<file path="config.mk">
export PLATFORM = sky130hd
export DESIGN_NAME = ram_arbiter
export DESIGN_NICKNAME = d
export VERILOG_FILES = /design/src/rtl/cpu_pkg.sv /design/src/rtl/ram_arb_pick.sv /design/src/rtl/ram_arbiter.sv
export SDC_FILE = /design/constraint.sdc
export NUM_CORES = 1
export LEC_CHECK = 0
export CAP_MARGIN = 0
export CORE_AREA = 2 2 148 121
export CTS_BUF_LIST = sky130_fd_sc_hd__clkbuf_4 sky130_fd_sc_hd__clkbuf_8
export CTS_CLUSTER_DIAMETER = 40
export DETAILED_ROUTE_END_ITERATION = 8
export DIE_AREA = 0 0 150 123
export GPL_TIMING_DRIVEN = 0
export PLACE_DENSITY = 0.68
export SYNTH_ARGS = -nofsm -noshare
export SYNTH_HDL_FRONTEND = slang
export SYNTH_SLANG_ARGS = --single-unit
</file>
<file path="constraint.sdc">
create_clock -name clk -period 2.7 [get_ports clk]
set_input_delay 0.54 -clock clk [delete_from_list [all_inputs] [get_ports clk]]
set_output_delay 0.54 -clock clk [all_outputs]
set_load 0.01 [all_outputs]
</file>
<file path="src/rtl/cpu_pkg.sv">
// Shared definitions for the RAM arbiter: FSM state encodings, requester port IDs
// and the read-latency counter sizing.
package cpu_pkg;

    typedef enum logic [1:0] {
        ARB_IDLE   = 2'd0,
        ARB_ACCESS = 2'd1,
        ARB_WAIT   = 2'd2,
        ARB_DONE   = 2'd3
    } arb_state_t;

    localparam logic PORT_IF = 1'b0;
    localparam logic PORT_D  = 1'b1;

    localparam int RAM_LAT_MAX = 7;
    localparam int LAT_W       = $clog2(RAM_LAT_MAX + 1);

endpackage

</file>
<file path="src/rtl/ram_arb_pick.sv">
// Combinational grant selector for the RAM arbiter.
// RAM_ARB_RR_EN selects round-robin on simultaneous requests; otherwise D has fixed priority.
module ram_arb_pick
    import cpu_pkg::*;
(
    input  logic if_req,
    input  logic d_req,
`ifdef RAM_ARB_RR_EN
    input  logic last_grant,
`endif
    output logic grant
);

    always_comb begin
        grant = PORT_IF;
        if (if_req && d_req) begin
`ifdef RAM_ARB_RR_EN
            // The port that was not served last gets this turn.
            grant = ~last_grant;
`else
            grant = PORT_D;
`endif
        end else if (d_req) begin
            grant = PORT_D;
        end
    end

endmodule

</file>
<file path="src/rtl/ram_arbiter.sv">
// Shares the single-port RAM between the fetch (IF) and data (D) requesters.
// Optional build macro RAM_ARB_RR_EN enables round-robin arbitration.
module ram_arbiter
    import cpu_pkg::*;
#(
    parameter int ADDR_W  = 32,
    parameter int DATA_W  = 32,
    parameter int RAM_LAT = 1
) (
    input  logic              clk,
    input  logic              rst_n,
    input  logic              if_req,
    input  logic [ADDR_W-1:0] if_addr,
    output logic              if_ack,
    output logic [DATA_W-1:0] if_rdata,
    input  logic              d_req,
    input  logic              d_we,
    input  logic [ADDR_W-1:0] d_addr,
    input  logic [DATA_W-1:0] d_wdata,
    output logic              d_ack,
    output logic [DATA_W-1:0] d_rdata,
    output logic              ram_cs,
    output logic              ram_we,
    output logic              ram_oe,
    output logic [ADDR_W-1:0] ram_addr,
    output logic [DATA_W-1:0] ram_wdata,
    input  logic [DATA_W-1:0] ram_rdata,
    output logic              busy
);

    arb_state_t        state;
    logic [LAT_W-1:0]  lat_cnt;
    logic              grant;
    logic              tx_we;
    logic              pick_grant;
    logic              sel_we;
    logic [ADDR_W-1:0] sel_addr;
`ifdef RAM_ARB_RR_EN
    logic              last_grant;
`endif

    ram_arb_pick u_pick (
        .if_req     (if_req),
        .d_req      (d_req),
`ifdef RAM_ARB_RR_EN
        .last_grant (last_grant),
`endif
        .grant      (pick_grant)
    );

    assign sel_we   = (pick_grant == PORT_D) && d_we;
    assign sel_addr = (pick_grant == PORT_D) ? d_addr : if_addr;

    // The RAM strobes are loaded on the grant edge so the ACCESS cycle drives them from flops.
    always_ff @(posedge clk or negedge rst_n) begin
        if (!rst_n) begin
            state     <= ARB_IDLE;
            lat_cnt   <= '0;
            grant     <= PORT_IF;
            tx_we     <= 1'b0;
            if_ack    <= 1'b0;
            if_rdata  <= '0;
            d_ack     <= 1'b0;
            d_rdata   <= '0;
            ram_cs    <= 1'b0;
            ram_we    <= 1'b0;
            ram_oe    <= 1'b0;
            ram_addr  <= '0;
            ram_wdata <= '0;
            busy      <= 1'b0;
`ifdef RAM_ARB_RR_EN
            last_grant <= PORT_IF;
`endif
        end else begin
            if_ack <= 1'b0;
            d_ack  <= 1'b0;
            case (state)
                ARB_IDLE: begin
                    if (if_req || d_req) begin
                        grant     <= pick_grant;
                        tx_we     <= sel_we;
                        ram_cs    <= 1'b1;
                        ram_we    <= sel_we;
                        ram_oe    <= ~sel_we;
                        ram_addr  <= sel_addr;
                        ram_wdata <= sel_we ? d_wdata : '0;
                        busy      <= 1'b1;
                        state     <= ARB_ACCESS;
`ifdef RAM_ARB_RR_EN
                        last_grant <= pick_grant;
`endif
                    end
                end
                ARB_ACCESS: begin
                    ram_cs    <= 1'b0;
                    ram_we    <= 1'b0;
                    ram_oe    <= 1'b0;
                    ram_addr  <= '0;
                    ram_wdata <= '0;
                    if (tx_we) begin
                        d_ack <= 1'b1;
                        state <= ARB_DONE;
                    end else begin
                        lat_cnt <= LAT_W'(RAM_LAT - 1);
                        state   <= ARB_WAIT;
                    end
                end
                ARB_WAIT: begin
                    if (lat_cnt == '0) begin
                        if (grant == PORT_D) begin
                            d_rdata <= ram_rdata;
                            d_ack   <= 1'b1;
                        end else begin
                            if_rdata <= ram_rdata;
                            if_ack   <= 1'b1;
                        end
                        state <= ARB_DONE;
                    end else begin
                        lat_cnt <= lat_cnt - 1'b1;
                    end
                end
                ARB_DONE: begin
                    busy  <= 1'b0;
                    state <= ARB_IDLE;
                end
                default: state <= ARB_IDLE;
            endcase
        end
    end

endmodule

</file>
Yosys cells after proc, flatten, opt, wreduce, memory -nomap -nowiden
Index checks and enable logic that the tools add are counted.

operators by class
  add/subtract/negate cells = 1
  eq/ne operators = 7
  multiplexer cells = 29
  bitwise gates (word level) = 2
  reduce and logical (&&, ||, !) cells = 15

operator list
  operator             count
  $mux 32              4
  $pmux 32 s2          2
  $mux 1               12
  $pmux 1 s2           5
  $reduce_and 3->1     3
  $ne 2x2->1 const B   4
  $pmux 2 s4           1
  $reduce_and 2->1     4
  $mux 3               2
  $pmux 3 s2           1
  $reduce_bool 2->1    3
  $eq 2x2->1 const B   2
  $mux 2               2
  $logic_not 3->1      1
  $sub 3x1->3 const B  1
  $eq 2x1->1 const B   1
  $logic_and 1x1->1    2
  $logic_not 2->1      1
  $not 1->1            2
  $logic_or 1x1->1     1

storage, ports and cells
  flip-flop bits (word level) = 141
  output and inout bits = 134
  logic and storage cells = 68

Depth between registers and ports, before layout
  depth after elaboration = 6
  depth in mapped cells = 7
  gate-level depth less buffers = 5

Hierarchy
From an unflattened synthesis, not the netlist that was laid out.

unflattened totals
  cell total of the unflattened synthesis = 383
  area total of the unflattened synthesis = 5881.9 µm²

by module, submodules not included
  module        times used  cells each  area each (µm²)  seq. area each (µm²)
  ram_arbiter   1           382         5878.1           3528.4
  ram_arb_pick  1           1           3.8              0.0

Worst setup path before layout
No wires, ideal clock.

  path type = flip-flop to flip-flop
  from = reg state[0]
  to = reg ram_addr[10]
  setup time = 78 ps
  arrival = 1674 ps
  data required time = 2622 ps
  slack = 948 ps
  cell stages (with the launch flop) = 8
  path buffers = 2
  period minus slack after synthesis = 1752 ps
  cell sequence = dfrtp_1 -> inv_1 -> ha_1 -> or3b_1 -> o21ai_1 -> buf_4 -> buf_4 -> o2bb2ai_1

on the way
  cells in the longest elaborated chain, start to end = 3
  elaborated cells on any way between the ends = 6
  those cells by class = 2 x eq/ne; 1 x mux; 3 x reduce/logical

ends and longest elaborated chain
  item                                                              line                RTL
  start, declared                                                   ram_arbiter.sv:31   arb_state_t state;
  start signal, assigned                                            ram_arbiter.sv:57   state <= ARB_IDLE;
  start signal, assigned                                            ram_arbiter.sv:88   state <= ARB_ACCESS;
  start signal, assigned                                            ram_arbiter.sv:102  state <= ARB_DONE;
  $eq 2x1->1 or $logic_not 2->1 (tied branches)                     ram_arbiter.sv:77   case (state)
  $reduce_bool 2->1 (no source line) or $ne 2x2->1 (tied branches)  -
  $reduce_and 2->1 (no source line)                                 -
  end signal, assigned                                              ram_arbiter.sv:85   ram_addr <= sel_addr;
  end, declared                                                     ram_arbiter.sv:25   output logic [ADDR_W-1:0] ram_addr,

Several ways; a longest one is shown, not always the timed one.
A chain may end at the register's enable or synchronous reset.

Worst setup path after layout
  from = reg state[0]
  to = reg ram_addr[5]

The elaborated chain is that of the path after synthesis.

==> flow_summary.yaml <==
cts:
  cts_num_sinks: 141
  clk_root_buffer_cell: "clkbuf_8"
  cts_setup_buffers: 0
  cts_buffer_depth: 2
  ctsResizeCount: 0
  cts_tree: "yes"
  h-tree-depth: 4
  ctsHoldBuffers: 1
  cts_buffers: 17
  clk_latency_ns: 0.44
  path_clk_slew_ns: 0.09
setup_path:
  ff2ff_setup_slack_ns: 0.59
  startpoint_type: "flip-flop"
  critical_path_class: "flip-flop to flip-flop"
  required_ns: 3.05
  cp.arrival_ns: 2.46
  critPathCaptureType: "flip-flop"
  path_max_fanout: 10
  rr_worst_depth: 7
  r2r-end: "ram_addr[5]"
  r2r_start: "state[0]"
placed_design:
  place_congestion: 0.756
  placed_area_um2: 8670
  place_hpwl_um: 12200
  io_buffers: 266
timing:
  min_period_over_period_pct: 78.0
  slew_violations: 0
  hold_violations: 0
  fmax_mhz: 475
  finalSetupViolCount: 0
  hold-worst-slack_ns: 0.489
  slew_headroom_pct: 48.3
  worstMarginPinSlew_ns: 0.776
  rsz0062_at_grt: "false"
  finClkSkew_ns: 0.0127
  tns_ns: 0
  min_period_ns: 2.11
synthesis:
  synthXorXnorAreaFrac_pct: 0
  ys_seq_area_share_pct: 61.9
  muxShareOfSynthArea_pct: 18.5
  synth_compound_area_share_pct: 12.1
  synth-seq-cells: 141
  synth-simple-area-share_pct: 3.31
  syn-num-nets: 529
  synth.avg_cell_area_um2: 14.7
  syn_area_um2: 5700
  yosys_warnings: 0
  synthCells: 389
  synth.distinct_cells: 36
  synth_fa_ha_area_share_pct: 1.54
  synth_top_family_by_area: "multiplexers"
floorplanning:
  die_area_um2: 18500
  core_um2: 17000
  start_util_pct: 33.5
  fp.dieW_um: 150
  die_y_um: 123
  io_pins: 267
  placementRows: 43
finish:
  fin_nets: 816
  areaGrowthSynthToFinish_pct: 59.0
  regArea_um2: 3530
  finish.instance_area_um2: 9070
  multi_input_area_um2: 2020
  layout-drive-gt1-share_pct: 17.6
  fill_cells: 1457
route:
  routed_wl_um: 16300
  drt_iter0_drc: 100
  vias_per_cell: 4.77
  wire_per_inst_um: 17.8
  first_pass_iters: 4
  num_vias: 4362
  drt.antenna.violating_nets: 0
  drc: 0
min_path:
  hold_depth: 1
  min_from: "ram_cs"
  min_path_type: "flip-flop to flip-flop"
  min_to: "ram_cs"
grt:
  grt_first_pass_wirelength_um: 25200
  grt_max_degree: 95
  grt-ovfl-total: 0
  track_usage_pct: 17.8
  grt_pass1_vias: 4739
  antenna_found_initial: 1
power_and_ir_drop:
  power.leakage_nw: 3.86
  power_density_nw_per_um2: 1070
  irDropWorstVdd_mv: 0.689
job:
  maxCapViolCount: 0
status:
  status: "completed"
-- cell usage after synthesis --
| library cell | instances | area, um^2 |
|---|---|---|
| nand3_1 | 3 | 15.0 |
| ha_1 | 7 | 87.6 |
| o21ai_1 | 2 | 10.0 |
| a22o_1 | 34 | 298 |
| nand4bb_1 | 1 | 11.3 |
| o311ai_0 | 1 | 8.76 |
| buf_2 | 9 | 45.0 |
| clkbuf_1 | 6 | 22.5 |
| nor3b_2 | 1 | 12.5 |
| or2_2 | 1 | 6.26 |
| or3b_1 | 1 | 8.76 |
| or3_1 | 1 | 6.26 |
| nor3b_1 | 1 | 7.51 |
| inv_1 | 4 | 15.0 |
| mux2_2 | 65 | 732 |
| or3b_2 | 2 | 17.5 |
| a21o_1 | 2 | 15.0 |
| nand2b_4 | 1 | 13.8 |
| a21oi_1 | 3 | 15.0 |
| buf_1 | 3 | 11.3 |
| buf_4 | 8 | 60.1 |
| a2bb2oi_1 | 2 | 17.5 |
| nand3b_1 | 1 | 7.51 |
| nor2_1 | 6 | 22.5 |
| nor2b_1 | 2 | 12.5 |
| o221ai_1 | 1 | 8.76 |
| o21ai_0 | 1 | 5.00 |
| and2_1 | 1 | 6.26 |
| mux2i_1 | 32 | 320 |
| a211oi_1 | 1 | 7.51 |
| dfrtp_1 | 141 | 3530 |
| nand2_1 | 8 | 30.0 |
| a21boi_0 | 1 | 7.51 |
| nor3_1 | 1 | 5.00 |
| o2bb2ai_1 | 34 | 298 |
| nand2b_1 | 1 | 6.26 |
-- state kept, by name, summed over array words and instances, names as in the netlist --
signal and count:
lat_cnt 3, if_rdata 32, ram_oe 1, tx_we 1
state 2, ram_cs 1, d_ack 1, if_ack 1
d_rdata 32, ram_wdata 32, grant 1, busy 1
ram_addr 32, ram_we 1
-- placed cells by master (no fill, tap or decap), drive strengths merged, types with 2 or more instances in the layout --
cell / n
a22o: 34
clkbuf: 25
mux2: 65
nor3b: 2
nand3: 3
dfrtp: 141
nand2b: 2
a21o: 2
inv: 10
ha: 7
nand2: 8
o21ai: 3
a21oi: 3
mux2i: 32
or3b: 3
buf: 22
nor2: 6
o2bb2ai: 34
clkinvlp: 5
a2bb2oi: 2
clkdlybuf4s50: 265
nor2b: 2
-- stage by stage --
stage	instances	utilization [%]	power, mW	worst slack (ns)
2_1_floorplan	389	-	5.58	0.948
3_3_place_gp	880	50.9	8.01	-4.37
3_5_place_dp	881	51.0	8.15	0.225
4_1_cts	914	53.3	9.85	0.546
5_1_grt	915	53.3	10.3	0.382
6_report	915	53.3	9.69	0.594
-- worst max path at each step --
| stage | from | endpoint | slack [ns] | depth (start not counted) |
|---|---|---|---|---|
| final | state[0] | ram_addr[5] | 0.59 | 7 |
| after floorplan | state[0] | ram_addr[10] | 0.95 | 7 |
| after detailed placement | d_req | ram_addr[5] | 0.22 | 7 |
| after CTS | lat_cnt[0] | if_rdata[3] | 0.55 | 6 |
| after global placement | rst_n | ram_wdata[16] | -4.37 | 1 |
| after global routing | state[0] | ram_addr[20] | 0.38 | 7 |
-- logic make-up (layout without fill, tap and decap cells) --
| family | count (synthesis) | count (layout) |
|---|---|---|
| fa+ha+maj | 7 | 7 |
| other cells | 0 | 1 |
| buf+inv | 30 | 330 |
| compound gates | 82 | 82 |
| flops | 141 | 141 |
| mux | 97 | 97 |
| simple gates | 32 | 32 |
-- worst max-delay path, cell delays in order (launching register included) --
cell and delay [ns]:
dfrtp_1 0.43, inv_1 0.14, ha_1 0.29, or3b_1 0.40
o21ai_1 0.18, buf_4 0.25, buf_4 0.20, o2bb2ai_1 0.14
-- report_power, final --
| group | switching, mW | internal (mW) |
|---|---|---|
| Clock | 0.875 | 0.770 |
| Sequential | 0.502 | 3.01 |
| Combinational | 1.87 | 2.66 |
| Total | 3.25 | 6.44 |
-- per-layer routing --
| layer | wire length (um) | track usage (%) | vias up | share of wire (%) |
|---|---|---|---|---|
| met3 | 1960 | 9.11 | 18 | 12 |
| met4 | 218 | 6.13 | 0 | 1.3 |
| met1 | 6500 | 19.8 | 2152 | 40 |
| met5 | 0 | 0 | - | 0 |
| li1 | - | - | 2013 | - |
| met2 | 7610 | 29.6 | 179 | 47 |
-- area by class of cell --
type,instances,share of cell area [%]
diodes,1,0.0276
inverters,4,0.166
well taps,225,3.10
multi-input cells,218,22.3
repair buffers,268,29.8
clock buffers,19,2.75
plain buffers,26,1.53
clock inverters,13,1.45
flip-flops and latches,141,38.9
Note: power is estimated with default switching activity, not from simulation.
==> edit: new RTL, same settings <==
Make the reset (`rst_n`) synchronous in one clocked block.
--- a/src/rtl/ram_arbiter.sv
+++ b/src/rtl/ram_arbiter.sv
@@ -52,7 +52,7 @@
     assign sel_addr = (pick_grant == PORT_D) ? d_addr : if_addr;
 
     // The RAM strobes are loaded on the grant edge so the ACCESS cycle drives them from flops.
-    always_ff @(posedge clk or negedge rst_n) begin
+    always_ff @(posedge clk) begin
         if (!rst_n) begin
             state     <= ARB_IDLE;
             lat_cnt   <= '0;
Function: differs if rst_n is asserted again (counterexample within 4 cycles, from zero or initial values and one cycle with rst_n low); with rst_n held inactive, the same outputs for 4 cycles.
==> edit against the unedited design <==
- wire length rose by 10%
- sequential share of layout area fell by 6.9 points
- non-clock buffer count rose by 20
- design area fell by 2.8%
- count of clock-buffer cells in the layout did not move
- final cell count rose by 23%
- sequential cell count did not move
- setup slack improved by 120 ps
- area after synthesis fell by 4.2%
- combinational power fell by 48%
- total power fell by 30%
- critical path type unchanged
- largest power group is now sequential cells
- highest routed layer unchanged
==> edit: results <==
outcome:
  outcome: "completed"
placed_design:
  gp_congestion: 0.794
  dpl_worst_slack_ps: 369
  placed_cell_area_sq_um: 8400
  io_buffers: 265
  dp_cells: 1094
setup_path:
  crit_arrival_ps: 2360
synth:
  synth_top_cells_by_area: "dfxtp_1, nand2_1, a21oi_1"
  synth_nets: 744
  synth_adder_area_share_pct: 1.60
  synth_async_sr_flop_share_pct: 0
  seq_area_frac_synth_pct: 51.7
  synth_compound_area_share_pct: 22.1
  syn_avg_cell_area_sq_um: 9.04
  synth_mux_area_share_pct: 5.86
pwr:
  p_comb_share_pct: 35.0
  leakage_nw: 3.15
  ir_drop_mv: 0.431
  pg_seq_mw: 2.62
  power.internal_mw: 4.47
layout:
  seq_share_pct: 32.0
  fin_nets: 1028
  drive_gt1_share_pct: 10.1
  diodes: 0
  clock_cell_area_share_pct: 4.74
  seqCellArea_sq_um: 2820
  area_share_nonclk_buffers_pct: 33.1
  fillCellCount: 1680
  seq_cells: 141
global_route:
  use_met2_pct: 31.5
  antenna_found_initial: 0
  grtUsageMet1_pct: 24.0
  track_usage_pct: 19.5
  grt_pass1_wl_um: 27700
  met3_usage_pct: 8.63
detailed_routing:
  drt_iter0_drc: 169
  met1_length_um: 7780
  wl_per_cell_um: 15.9
  via_per_inst: 4.70
  routed-wl-met3_um: 1800
  wl_um: 18000
sta:
  skew_ps: 9.89
  worst_pin_slew_ps: 578
-- edit: cell types whose count changed after synthesis, sizes merged, moves of 12 or more --
cell   unedited run  this run
mux2             65         0
nand2             8       167
a22o             34         0
dfrtp           141         0
dfxtp             0       141
a21oi             3       100
buf              20        32
o21ai             3        35
-- edit: worst max-delay path: stages, from the launching register on --
cell and delay, ps:
dfxtp_1 350, inv_1 60, ha_1 190, ha_1 170, buf_2 150, nand3b_1 250
clkbuf_1 470, nand2_1 120, a21oi_1 150
-- edit: worst paths after layout --
kind / slack [ps] / end / cells past startpoint / startpoint
max: 720 / if_rdata[14]$_SDFFE_PN0P_ / 8 / lat_cnt[0]$_SDFFE_PN0P_
min: 420 / ram_we$_SDFFE_PN0P_ / 2 / rst_n
min reg2reg: 460 / d_rdata[9]$_SDFFE_PN0P_ / 2 / d_rdata[9]$_SDFFE_PN0P_
max reg2reg: 720 / if_rdata[14]$_SDFFE_PN0P_ / 8 / lat_cnt[0]$_SDFFE_PN0P_
